**src/rtl/clint.sv**
```systemverilog
// Core-local interruptor: memory-mapped msip, mtime and mtimecmp registers
// behind a single-cycle slave port, driving msip/mtip/mtime to the CSR unit.
module clint #(
    parameter logic [31:0] clint_base = 32'h0200_0000,
    parameter int unsigned rtc_div    = 1
) (
    input  logic        clk,
    input  logic        rst,
    input  logic        clint_valid,
    input  logic        clint_instr,
    input  logic [31:0] clint_addr,
    input  logic [31:0] clint_wdata,
    input  logic [3:0]  clint_wstrb,
    output logic [31:0] clint_rdata,
    output logic        clint_ready,
    output logic        clint_msip,
    output logic        clint_mtip,
    output logic [63:0] clint_mtime
);

    localparam logic [15:0] cnt_max = 16'(rtc_div - 1);

    logic        msip_q, msip_d;
    logic [63:0] mtime_q, mtime_d;
    logic [63:0] mtimecmp_q, mtimecmp_d;
    logic [15:0] cnt_q, cnt_d;
    logic        ready_q;
    logic [31:0] rdata_q;
    logic        mtip_q;

    logic [31:0] offset;
    logic        in_range;
    logic        sel_msip, sel_cmp_lo, sel_cmp_hi, sel_time_lo, sel_time_hi;
    logic        wr_en;
    logic        tick;
    logic [31:0] rd_word;

    function automatic logic [31:0] merge_bytes(input logic [31:0] old_word,
                                                input logic [31:0] new_word,
                                                input logic [3:0]  strb);
        logic [31:0] result;
        result = old_word;
        for (int i = 0; i < 4; i++) begin
            if (strb[i]) result[8*i +: 8] = new_word[8*i +: 8];
        end
        return result;
    endfunction

    // Decode is done on the offset so that addresses below the base wrap
    // to a large value and fall outside the 64 KiB window.
    assign offset      = clint_addr - clint_base;
    assign in_range    = (offset[31:16] == 16'h0000);
    assign sel_msip    = in_range && (offset[15:0] == 16'h0000);
    assign sel_cmp_lo  = in_range && (offset[15:0] == 16'h4000);
    assign sel_cmp_hi  = in_range && (offset[15:0] == 16'h4004);
    assign sel_time_lo = in_range && (offset[15:0] == 16'hBFF8);
    assign sel_time_hi = in_range && (offset[15:0] == 16'hBFFC);

    assign wr_en = clint_valid && !clint_instr && (clint_wstrb != 4'b0000);
    assign tick  = (cnt_q == cnt_max);

    always_comb begin
        rd_word = 32'h0000_0000;
        if (sel_msip)    rd_word = {31'b0, msip_q};
        if (sel_cmp_lo)  rd_word = mtimecmp_q[31:0];
        if (sel_cmp_hi)  rd_word = mtimecmp_q[63:32];
        if (sel_time_lo) rd_word = mtime_q[31:0];
        if (sel_time_hi) rd_word = mtime_q[63:32];
    end

    // A software write to either mtime half overrides the tick of that cycle.
    always_comb begin
        cnt_d      = tick ? 16'h0000 : cnt_q + 16'h0001;
        msip_d     = msip_q;
        mtimecmp_d = mtimecmp_q;
        mtime_d    = tick ? mtime_q + 64'd1 : mtime_q;

        if (wr_en && sel_msip && clint_wstrb[0]) msip_d = clint_wdata[0];
        if (wr_en && sel_cmp_lo)
            mtimecmp_d[31:0] = merge_bytes(mtimecmp_q[31:0], clint_wdata, clint_wstrb);
        if (wr_en && sel_cmp_hi)
            mtimecmp_d[63:32] = merge_bytes(mtimecmp_q[63:32], clint_wdata, clint_wstrb);
        if (wr_en && sel_time_lo)
            mtime_d = {mtime_q[63:32], merge_bytes(mtime_q[31:0], clint_wdata, clint_wstrb)};
        if (wr_en && sel_time_hi)
            mtime_d = {merge_bytes(mtime_q[63:32], clint_wdata, clint_wstrb), mtime_q[31:0]};
    end

    always_ff @(posedge clk) begin
        if (!rst) begin
            msip_q     <= 1'b0;
            mtime_q    <= 64'd0;
            mtimecmp_q <= 64'hFFFF_FFFF_FFFF_FFFF;
            cnt_q      <= 16'h0000;
            ready_q    <= 1'b0;
            rdata_q    <= 32'h0000_0000;
            mtip_q     <= 1'b0;
        end else begin
            msip_q     <= msip_d;
            mtime_q    <= mtime_d;
            mtimecmp_q <= mtimecmp_d;
            cnt_q      <= cnt_d;
            ready_q    <= clint_valid;
            rdata_q    <= clint_valid ? rd_word : 32'h0000_0000;
            mtip_q     <= (mtime_q >= mtimecmp_q);
        end
    end

    assign clint_ready = ready_q;
    assign clint_rdata = rdata_q;
    assign clint_msip  = msip_q;
    assign clint_mtip  = mtip_q;
    assign clint_mtime = mtime_q;

endmodule

```
**config.mk**
```make
export PLATFORM = sky130hd
export DESIGN_NAME = clint
export DESIGN_NICKNAME = d
export VERILOG_FILES = /design/src/rtl/clint.sv
export SDC_FILE = /design/constraint.sdc
export NUM_CORES = 1
export LEC_CHECK = 0
export BUFFER_PORTS_ARGS = -buffer_cell sky130_fd_sc_hd__buf_2
export CORE_UTILIZATION = 50
export DETAILED_ROUTE_END_ITERATION = 10
export GPL_ROUTABILITY_DRIVEN = 1
export PLACE_DENSITY = 0.84
export SYNTH_ARGS = -nofsm -noshare
export SYNTH_HDL_FRONTEND = slang
export SYNTH_SLANG_ARGS = --single-unit
```
**constraint.sdc**
```tcl
create_clock -name clk -period 2.8 [get_ports clk]
set_input_delay 0.56 -clock clk [delete_from_list [all_inputs] [get_ports clk]]
set_output_delay 0.56 -clock clk [all_outputs]
set_load 0.05 [all_outputs]
```
# == After elaboration in Yosys (flattened, before gate mapping) ==
# Index checks and enable logic that the tools add are counted.
# W data, S select, Z words.
# op_classes
n_shift,0
order_cmp,1
n_eq_ne,13
div_mod_pow,0
bitwise_logic,2
addsub,3
muxes,12
n_reduce_logical,38
multipliers,0
# ops
operator,n
$mux W64,3
$mux W32,4
$add A64 B1 Y64 const B,1
$ge A64 B64 Y1,1
$logic_not A16 Y1,3
$eq A16 B15 Y1 const B,2
$eq A16 B16 Y1 const B,2
$mux W8,4
$sub A32 B26 Y32 const B,1
$reduce_and A3 Y1,8
$reduce_and A2 Y1,9
$add A16 B1 Y16 const B,1
$ne A2 B2 Y1 const B,8
$logic_and A1 B1 Y1,13
$reduce_bool A2 Y1,2
$reduce_bool A4 Y1,1
$ne A2 B1 Y1 const B,1
$not A1 Y1,2
$reduce_or A2 Y1,1
$logic_not A1 Y1,1
$mux W1,1
# totals
mem_bits_rw,0
input_bits,72
latchBits,0
n_memories,0
regBits,179
romBits,0

# == Longest topological paths before layout ==
# logic_depth
depth_word,8
ltp_mapped,11

# == Least setup slack after synthesis ==
# No wires, ideal clock.
# synth_timing
path_type,reg-to-reg
startpoint,"register mtime_q[1], in the netlist clint_mtime[1]"
endpoint,"register mtime_q[28], in the netlist clint_mtime[28]"
t_arrival_ns,2.750
synth_period_minus_slack_ns,2.812
setup_slack_ns,-0.012
path_stages_with_launch,8
path_cell_list,dfxtp_1 ha_1 nand2_1 nor4_1 nand2_1 or4_1 a211o_1 nand2_1
# synth_via
elab_chain_cells,3
# synth_rtl
element,line,source
from (decl),24,"logic [63:0] mtime_q, mtime_d;"
from (signal assigned),100,mtime_q <= mtime_d;
$add A64 B1 Y64,76,mtime_d = tick ? mtime_q + 64'd1 : mtime_q;
$mux W64,76,
$mux W64,83,if (wr_en && sel_time_lo)
# No other way between the ends. The select of a mux whose other input is x is not followed.
# A chain may end at the register's enable or synchronous reset.

# == Worst setup path in the final report ==
# layout_timing
startpoint,"register mtime_q[20], in the netlist clint_mtime[20]"
endpoint,"register mtime_q[41], in the netlist clint_mtime[41]"
# layout_via
elab_chain_cells,4
# layout_rtl
element,line,source
$add A64 B1 Y64,76,
$mux W64,76,
$mux W64,83,
$mux W64,85,if (wr_en && sel_time_hi)
# No other way between the ends. The select of a mux whose other input is x is not followed.

==> reports/summary.txt <==
CTS buffer count = 17
Sink Count = 179
Routed WL per cell = 20.7 µm
Synth area leader = dfxtp_1
Hold path depth = 3
Seq cells post-synth = 179
Yosys cell types = 69
Setup TNS = 0 ns
Max Slew Vio Count = 0
All-Layer GR Usage = 34.3%
Startpoint types = flip-flop
Buf/Inv on CP = 1
PD cells = 389 nW/µm²
Static Leakage = 6.68 nW
Crit share post-route = 93.3%
Final Setup Violations = 0
Actual slew at the worst max-slew pin = 0.677 ns
Cells after Synth = 1298
Yosys top cell area share = 33.3%
Worst-case clock buffer depth = 2
Unrepaired setup endpoints after global routing = false
Worst endpoint required time = 3.14 ns
Starting Density = 51.0%
Final hold violations = 0
Core Box Area = 21100 µm²
Avg Cell Area, Syn = 8.29 µm²
Slew headroom = 54.6%
# fillers = 1771
Worst r2r path cells = 7
Sequential fraction of the synthesis area = 33.3%
Worst EP arrival = 2.95 ns
CP Depth = 7
CP Capture Type = flip-flop
Final worst path period need = 2.61 ns
Final HPWL DP = 27200 µm
CP delay by family, top = simple AND/OR/NAND/NOR gates
Setup bufs post-CTS = 0
Skew final = 0.0101 ns
EDFF count, synth = 0
Nets@finish = 1673
Synth Cell Area = 10800 µm²
Clock Root Buffer = clkbuf_16
Max H-tree Level = 4
Port buffer count = 170
Status = complete, no violations
CP max-delay cell = or4_1
Antenna violations before repair = 0
Pin count of the biggest net entering global routing = 117
Die span in y = 149 µm
DRC violations left = 0
Die width = 149 µm
DR pass1 iterations = 6
Mapped Nets = 1438
Critical path's largest stage delay = 0.60 ns
Ys Warns = 0
Layout cells sized above 1 = 26.1%
WL final = 37800 µm
Initial DRC count = 1586
Vias in the first global route = 11282
Total gr overflow = 0
Die area = 22100 µm²
Via count = 11791
Clock slew at reported path FFs = 0.08 ns
Area grow syn2layout = 24.5%
Crit path cell chain = nand4_1 > or4_1 > nor3_1 > buf_4 > a31oi_1 > a311o_1 > o211a_1
CP Max Fanout = 9
ANT nets after route = 0
Ports = 171
First-pass GRT wire length = 59500 µm
TritonCTS clock tree = built
Routability cong. = 0.934
Clk Latency, worst-skew pair = 0.45 ns
Fmax = 383 MHz
Ant diodes = 0
Primary FF master, synth = dfxtp_1
WS Path Type = flip-flop to flip-flop
Max cap viols = 0
FF-to-FF setup slack = 0.19 ns
Min-delay worst type = primary input to flip-flop
Vias per cell = 6.48
Final Cell Area = 13400 µm²
Dpl cell area = 12800 µm²
Worst vdd ir = 0.383 mV
Row count = 53
Synth area leaders = dfxtp_1 (33%), ha_1 (7.9%), nand2_1 (4.4%)
Final core occ = 63.5%
Async SR Flop Fraction = 0%
==> registers in the layout (all words and copies together), names as in the netlist <==
signal / flops
clint_ready: 1
clint_rdata: 32
cnt_q: 16
clint_mtip: 1
clint_mtime: 64
clint_msip: 1
mtimecmp_q: 64
==> worst min-delay path, stage by stage <==
cell and delay [ns]:
buf_2 0.12, mux2i_1 0.07, nand2_1 0.06
==> stage by stage <==
step | total power, W | setup WS, ns | hold WS, ns | std cells
3_3_place_gp | 0.00288 | -0.125 | 0.465 | 1789
6_report | 0.00521 | 0.189 | 0.392 | 1821
3_5_place_dp | 0.00288 | -0.113 | 0.468 | 1789
2_1_floorplan | 0.00273 | 0.00343 | 0.442 | 1298
5_1_grt | 0.00534 | 0.0957 | 0.404 | 1821
4_1_cts | 0.00521 | 0.211 | 0.383 | 1821
==> cell usage after synthesis (6+ instances only) <==
master / n
clkbuf_1: 65
o21ai_0: 39
mux2_2: 32
nand4_1: 38
dfxtp_1: 179
xor2_1: 6
inv_1: 74
and3_1: 29
a222oi_1: 32
a31o_2: 7
o211ai_1: 45
a41oi_1: 10
mux2i_1: 34
a21oi_1: 93
o221a_2: 14
and4_1: 12
buf_2: 13
a211oi_1: 7
nand2_1: 126
nor3_1: 44
o211a_1: 10
a31oi_1: 24
nor4_1: 23
o32ai_1: 8
nor2_1: 96
xnor2_1: 9
nand3_1: 41
and2_1: 11
a21o_1: 13
ha_1: 68
==> per-layer routing <==
metal / vias to the layer above / share of wire [%] / GRT usage (%)
met5: - / 0 / 0
li1: 5399 / - / -
met1: 5590 / 41 / 43.8
met3: 120 / 9.1 / 5.92
met2: 682 / 46 / 54.9
met4: 0 / 4.1 / 18.8
==> logic make-up (layout without fill, tap and decap cells) <==
logic type / Yosys count / after routing / synth area share, %
compound gates: 351 / 351 / 23.3
mux: 66 / 66 / 6.51
xor+xnor: 15 / 15 / 1.22
buf+inv: 159 / 407 / 5.75
flops: 179 / 179 / 33.3
simple gates: 460 / 460 / 22.0
fa+ha+maj: 68 / 68 / 7.91
==> cell type report <==
cell class / count / area [µm²] / area share [%]
Multi-Input combinational cell: 960 / 6590 / 49.2
Timing Repair Buffer: 300 / 2020 / 15.1
Tap cell: 275 / 344 / 2.57
Clock buffer: 18 / 439 / 3.28
Sequential cell: 179 / 3580 / 26.7
Clock inverter: 14 / 145 / 1.08
Inverter: 75 / 282 / 2.10
==> cell usage in the layout (no fill, tap or decap), types with 12 or more instances in the layout <==
cell	instances
dfxtp_1	179
buf_2	169
nand2_1	126
buf_4	116
nor2_1	96
a21oi_1	93
inv_1	74
ha_1	68
o211ai_1	45
nor3_1	42
nand3_1	41
o21ai_0	39
nand4_1	38
mux2i_1	34
mux2_2	32
a222oi_1	32
and3_1	29
a31oi_1	24
nor4_1	21
clkbuf_16	17
buf_12	15
o221a_2	14
a21o_1	13
and2_1	12
and4_1	12
==> final timing paths <==
path                                              startpoint                           end
worst min register to register           cnt_q[0]$_SDFF_PP0_           cnt_q[0]$_SDFF_PP0_
worst max register to register  clint_mtime[20]$_SDFFE_PN0P_  clint_mtime[41]$_SDFFE_PN0P_
worst min-delay path                         clint_wdata[20]   mtimecmp_q[20]$_SDFFE_PN1P_
worst max-delay path            clint_mtime[20]$_SDFFE_PN0P_  clint_mtime[41]$_SDFFE_PN0P_
==> power by group <==
group	internal [W]	leakage [nW]	switching, W
clock network	0.00121	0.284	0.00117
registers	0.00255	1.44	0.00000910
logic	0.0000878	4.95	0.000186
total	0.00384	6.68	0.00137
==> what timing repair did <==
action,in CTS,in global routing
endpoints found under the hold margin,0,0
setup endpoints to repair,0,1
gates resized for setup,0,1
hold buffers,0,0
Power figures use the tool's default switching activity.
